$ cat src/rtl/time_digit_converter.sv
// Converts the timer's remaining-seconds count into MM:SS BCD digits by repeated subtraction,
// and produces a blink strobe for the display while the timer reports the finished state.
module time_digit_converter #(
   parameter int BLINK_DIV = 25_000_000
) (
   input  logic        clk,
   input  logic        rst,
   input  logic [15:0] time_in,
   input  logic [1:0]  state_in,
   output logic [3:0]  min_tens,
   output logic [3:0]  min_ones,
   output logic [3:0]  sec_tens,
   output logic [3:0]  sec_ones,
   output logic        digits_valid,
   output logic        overflow,
   output logic        busy,
   output logic        blank
);

   localparam int CW = (BLINK_DIV > 1) ? $clog2(BLINK_DIV) : 1;
   localparam logic [CW-1:0] BLINK_LAST = CW'(BLINK_DIV - 1);

   typedef enum logic [2:0] {
      S_IDLE,
      S_MIN_LOOP,
      S_SEC_LOOP,
      S_MT_LOOP,
      S_COMMIT
   } state_t;

   state_t        state_q, state_d;
   logic [15:0]   work_q, work_d;
   logic [15:0]   last_time_q, last_time_d;
   logic [6:0]    mins_q, mins_d;
   logic [3:0]    st_q, st_d;
   logic [3:0]    mt_q, mt_d;
   logic          sat_q, sat_d;
   logic          force_conv_q, force_conv_d;
   logic [3:0]    min_tens_q, min_tens_d;
   logic [3:0]    min_ones_q, min_ones_d;
   logic [3:0]    sec_tens_q, sec_tens_d;
   logic [3:0]    sec_ones_q, sec_ones_d;
   logic          digits_valid_q, digits_valid_d;
   logic          overflow_q, overflow_d;
   logic [CW-1:0] blink_cnt_q, blink_cnt_d;
   logic          blank_q, blank_d;

   // NOTE: every _d defaults to its _q first, so no path through the case can infer a latch.
   always_comb begin
      state_d        = state_q;
      work_d         = work_q;
      last_time_d    = last_time_q;
      mins_d         = mins_q;
      st_d           = st_q;
      mt_d           = mt_q;
      sat_d          = sat_q;
      force_conv_d   = force_conv_q;
      min_tens_d     = min_tens_q;
      min_ones_d     = min_ones_q;
      sec_tens_d     = sec_tens_q;
      sec_ones_d     = sec_ones_q;
      digits_valid_d = digits_valid_q;
      overflow_d     = overflow_q;

      case (state_q)
         S_IDLE: begin
            if (time_in != last_time_q || force_conv_q) begin
               last_time_d  = time_in;
               work_d       = time_in;
               mins_d       = 7'd0;
               st_d         = 4'd0;
               mt_d         = 4'd0;
               sat_d        = 1'b0;
               force_conv_d = 1'b0;
               state_d      = S_MIN_LOOP;
            end
         end
         S_MIN_LOOP: begin
            if (work_q >= 16'd60 && mins_q < 7'd99) begin
               work_d = work_q - 16'd60;
               mins_d = mins_q + 7'd1;
            end else begin
               sat_d   = (work_q >= 16'd60);
               state_d = S_SEC_LOOP;
            end
         end
         S_SEC_LOOP: begin
            if (sat_q) begin
               // Saturated seconds are 59, loaded already split into tens and ones.
               st_d    = 4'd5;
               work_d  = 16'd9;
               state_d = S_MT_LOOP;
            end else if (work_q >= 16'd10) begin
               work_d = work_q - 16'd10;
               st_d   = st_q + 4'd1;
            end else begin
               state_d = S_MT_LOOP;
            end
         end
         S_MT_LOOP: begin
            if (mins_q >= 7'd10) begin
               mins_d = mins_q - 7'd10;
               mt_d   = mt_q + 4'd1;
            end else begin
               state_d = S_COMMIT;
            end
         end
         S_COMMIT: begin
            min_tens_d     = mt_q;
            min_ones_d     = mins_q[3:0];
            sec_tens_d     = st_q;
            sec_ones_d     = work_q[3:0];
            overflow_d     = sat_q;
            digits_valid_d = 1'b1;
            state_d        = S_IDLE;
         end
         default: state_d = S_IDLE;
      endcase
   end

   always_comb begin
      blink_cnt_d = '0;
      blank_d     = 1'b0;
      if (state_in == 2'b11) begin
         if (blink_cnt_q == BLINK_LAST) begin
            blink_cnt_d = '0;
            blank_d     = ~blank_q;
         end else begin
            blink_cnt_d = blink_cnt_q + 1'b1;
            blank_d     = blank_q;
         end
      end
   end

   // NOTE: state uses non-blocking assignments so every flop samples the pre-edge value of the others.
   always_ff @(posedge clk) begin
      if (rst) begin
         state_q        <= S_IDLE;
         work_q         <= '0;
         last_time_q    <= '0;
         mins_q         <= '0;
         st_q           <= '0;
         mt_q           <= '0;
         sat_q          <= 1'b0;
         force_conv_q   <= 1'b1;
         min_tens_q     <= '0;
         min_ones_q     <= '0;
         sec_tens_q     <= '0;
         sec_ones_q     <= '0;
         digits_valid_q <= 1'b0;
         overflow_q     <= 1'b0;
         blink_cnt_q    <= '0;
         blank_q        <= 1'b0;
      end else begin
         state_q        <= state_d;
         work_q         <= work_d;
         last_time_q    <= last_time_d;
         mins_q         <= mins_d;
         st_q           <= st_d;
         mt_q           <= mt_d;
         sat_q          <= sat_d;
         force_conv_q   <= force_conv_d;
         min_tens_q     <= min_tens_d;
         min_ones_q     <= min_ones_d;
         sec_tens_q     <= sec_tens_d;
         sec_ones_q     <= sec_ones_d;
         digits_valid_q <= digits_valid_d;
         overflow_q     <= overflow_d;
         blink_cnt_q    <= blink_cnt_d;
         blank_q        <= blank_d;
      end
   end

   assign min_tens     = min_tens_q;
   assign min_ones     = min_ones_q;
   assign sec_tens     = sec_tens_q;
   assign sec_ones     = sec_ones_q;
   assign digits_valid = digits_valid_q;
   assign overflow     = overflow_q;
   assign busy         = (state_q != S_IDLE);
   assign blank        = blank_q;

endmodule

$ cat config.mk
export PLATFORM = sky130hd
export DESIGN_NAME = time_digit_converter
export DESIGN_NICKNAME = d
export VERILOG_FILES = /design/src/rtl/time_digit_converter.sv
export SDC_FILE = /design/constraint.sdc
export NUM_CORES = 1
export LEC_CHECK = 0
export ABC_AREA = 1
export ABC_CLOCK_PERIOD_IN_PS = 1730
export CAP_MARGIN = 20
export CORE_AREA = 4 4 102 153
export CTS_BUF_LIST = sky130_fd_sc_hd__clkbuf_4 sky130_fd_sc_hd__clkbuf_8
export DETAILED_ROUTE_END_ITERATION = 12
export DIE_AREA = 0 0 106 157
export PLACE_DENSITY_LB_ADDON = 0.3
export SYNTH_ARGS = -nofsm -noshare
export SYNTH_HDL_FRONTEND = slang
export SYNTH_SLANG_ARGS = --single-unit
$ cat constraint.sdc
create_clock -name clk -period 1.73 [get_ports clk]
set_input_delay 0.173 -clock clk [delete_from_list [all_inputs] [get_ports clk]]
set_output_delay 0.173 -clock clk [all_outputs]
set_load 0.02 [all_outputs]
==> metrics.txt <==
DRC viols 0; worst r2r path cells 13; number of H-tree levels 3; ratio of total power to cell area 1510 mW/mm²; total of buffers placed on input and output ports 39; met3 track utilization from global routing around 2.3%; share of cells above drive strength 1 a little over a quarter; unrepaired setup endpoints after global routing yes; cell chosen for the clock root clkbuf_8; highest attainable clock frequency 560 MHz; worst clock skew on the final layout approximately 0.018 ns; distinct cell type count after synthesis 42; Startpoint Class flop; TritonRoute pass-1 iters 5; slew margin rel. around three quarters; Critical Setup Path Class reg -> reg; met1 Usage GRT between 10% and 20%; number of buffers created by CTS 9; critical path's slowest cell dfxtp_4; GRT Overall Usage between 10% and 20%; path category of the worst min-delay check in -> reg; leakage power figure 0.00344 µW; HPWL Detailed approximately 12000 µm; initial antenna violation count 0; clock latency of the later-clocked register in the worst-skew pair 0.38 ns; Mapped Nets 876; sequential standard cell area approximately 0.0019 mm²; end of the critical path work_q[6]; TNS Setup -0.207 ns; number of failing hold endpoints at the final stage 0; number of buffer and inverter stages on the critical path 2; Critical Path Source work_q[2]; post-detailed-route wirelength per cell 13.5 µm; clock tree from TritonCTS yes; via count ~5800; worst slack at placement -0.336 ns; maximum number of pins on one net before global-route repair between 50 and 60; area fraction of the dominant cell type after synthesis a little over a third; Cell Rows between 50 and 60; R2R Path End work_q[6]; antenna-violating nets left 0; area occupied by multi-input gates around 0.0035 mm²; most frequent cell on the critical path nand2_4; final weighted congestion of routability-driven global placement around 0.9; clock input transition at the sequential cells of the worst setup and hold paths 0.10 ns; share of the clock period used by the worst path 103%; count of antenna diodes in the layout 0; Worst Setup Slack, final -0.0545 ns; shortest period the worst path allows 1.78 ns; Synth area leader dfxtp_1; die outline width around 110 µm; data required time of the worst path 2.01 ns; Max IR drop VDD approximately 0.55 mV; Top Family by Delay on Critical Path simple AND/OR/NAND/NOR gates; maximum fanout count along the critical path 4; full die area around 0.017 mm²; biggest cell delay along the critical path approximately 0.39 ns; worst-margin pin slew about 0.39 ns; vias in the first global route approximately 5600; final wirelength approximately 16000 µm; share of flip-flops with an asynchronous set or reset 0%; outcome finished with violations; Critical Path Sink Type flop; starting density of the core between 30% and 40%; failing checks setup timing; total of flip-flops plus latches after synthesis 96; launch point of the worst reg-to-reg path work_q[2]; buffer depth of the longest clock path 2; beginning of the worst hold path state_in[0]; mean instance size in the synthesized netlist approximately 6.5 µm²; critical path cell sequence ha_4, nand2_4, nor2_4, inv_2, nand2_4, nor2_4, nand2_2, nand2_4, a21oi_4, buf_4, nand3_1, nand2_1, nor2_1; first-pass GRT wire length between 20000 and 30000 µm; cells after synthesis ~840; most used standard cells in the synthesized netlist 176 x nand2_1, 156 x nor2_1, 96 x dfxtp_1; portion of the post-synthesis area used by sequential elements between 30% and 40%; number of synthesis warnings 0; cell area after synthesis between 0.005 and 0.006 mm²; reported max-cap violation count 0; cell with the most instances after synthesis nand2_1; total power draw 11500 µW; vias per cell between 4 and 5; number of cells on the critical path 13; hold-fix buffers at CTS 0; EDFF count, synth 0; overflow left after global routing 0; GR Layer Usage met2 a little under two fifths; count of boundary I/O pins 40; final layout net count roughly 1000; arrival time at the worst endpoint between 2 and 2.5 ns; synthesis-to-finish area growth 38.3%; Core Region ~0.014 mm²; number of sinks driven by the clock tree 96; die span in y approximately 160 µm; Min Hold Slack 0.389 ns; register-to-register path setup slack -0.05 ns; final setup violation count 8; predominant post-synthesis flop cell dfxtp_1; most used routing layer in global routing met2; most area-consuming cells after synthesis dfxtp_1 35%, nand2_1 12%, nor2_1 11%, nand3_1 6.5%, inv_1 5.3%; number of DRC violations after detailed-routing iteration 0 197; final slew viol count 0; fillers between 1000 and 1500
tightest hold or removal path, stage by stage:
cell and delay [ns]:
clkdlybuf4s50_1 0.40, nand3_1 0.10, nor2_1 0.05
layer usage:
layer  vias to the layer above  wire length [µm]
met3                        45               285
met5                         -                 0
met1                      2653              6110
met4                         0               807
met2                        95              8810
li1                       3002                 -
cell type report:
cell class	count	share of cell area [%]
Sequential cell	96	25.5
Inverter	94	4.77
Timing Repair Buffer	154	17.7
Tap cell	196	3.22
Clock inverter	6	1.20
Multi-Input combinational cell	630	45.9
Clock buffer	10	1.73
what timing repair did:
action                                  4_1_cts  5_1_grt
buffers inserted                              4        7
pin swaps                                    14       38
endpoints found under the setup margin       34       77
cloned                                        0        1
resized for setup                            44       88
logic make-up (layout without fill, tap and decap cells):
kind of cell    count (synthesis)  in the layout  share of synthesized area (%)
simple gates                  471            471                           38.1
compound gates                122            122                           11.7
buf+inv                       118            264                           8.57
flops                          96             96                           34.9
xor+xnor                       25             25                           3.98
fa+ha+maj                      12             12                           2.73
report_power, final:
group          switching (µW)  internal, µW  leakage [µW]
clock                     846           842      0.000115
sequential                437          2700      0.000788
combinational            3790          2900       0.00254
total                    5080          6440       0.00344
worst min-delay path by stage:
stage	depth (start not counted)	slack, ns	end
after floorplan	2	0.34	last_time_q[15]
after global placement	1	0.43	blink_cnt_q[0]
after detailed placement	1	0.44	blink_cnt_q[0]
after CTS	3	0.37	blank
after global routing	3	0.41	blank
final	3	0.39	blank
cell usage in the layout, fill, tap and decap left out, types with 15 or more instances in the layout:
cell type        count
nand2_2             16
xor2_1              15
nand3_1             59
nand2_1            156
dfxtp_1             88
a21oi_1             44
buf_4               98
nand4_1             15
clkdlybuf4s50_1     38
inv_1               73
o21ai_0             52
inv_2               17
nor2_1             138
nor2_2              16
flip-flops by register name, summed over array words and instances, names as in the netlist:
| signal | flops |
|---|---|
| force_conv_q | 1 |
| work_q | 16 |
| sec_tens | 4 |
| sec_ones | 4 |
| min_ones | 4 |
| state_q | 3 |
| blank | 1 |
| sat_q | 1 |
| min_tens | 4 |
| last_time_q | 16 |
| blink_cnt_q | 25 |
| overflow | 1 |
| digits_valid | 1 |
| st_q | 4 |
| mt_q | 4 |
| mins_q | 7 |
stage by stage:
step | std cells | area [µm²] | util [%]
floorplan | 844 | 5510 | -
global placement | 1158 | 6820 | 47.6
detailed placement | 1158 | 6820 | 47.6
CTS | 1178 | 7220 | 50.4
global route | 1186 | 7610 | 53.1
finish | 1186 | 7610 | 53.1
Note: power is estimated with default switching activity, not from simulation.
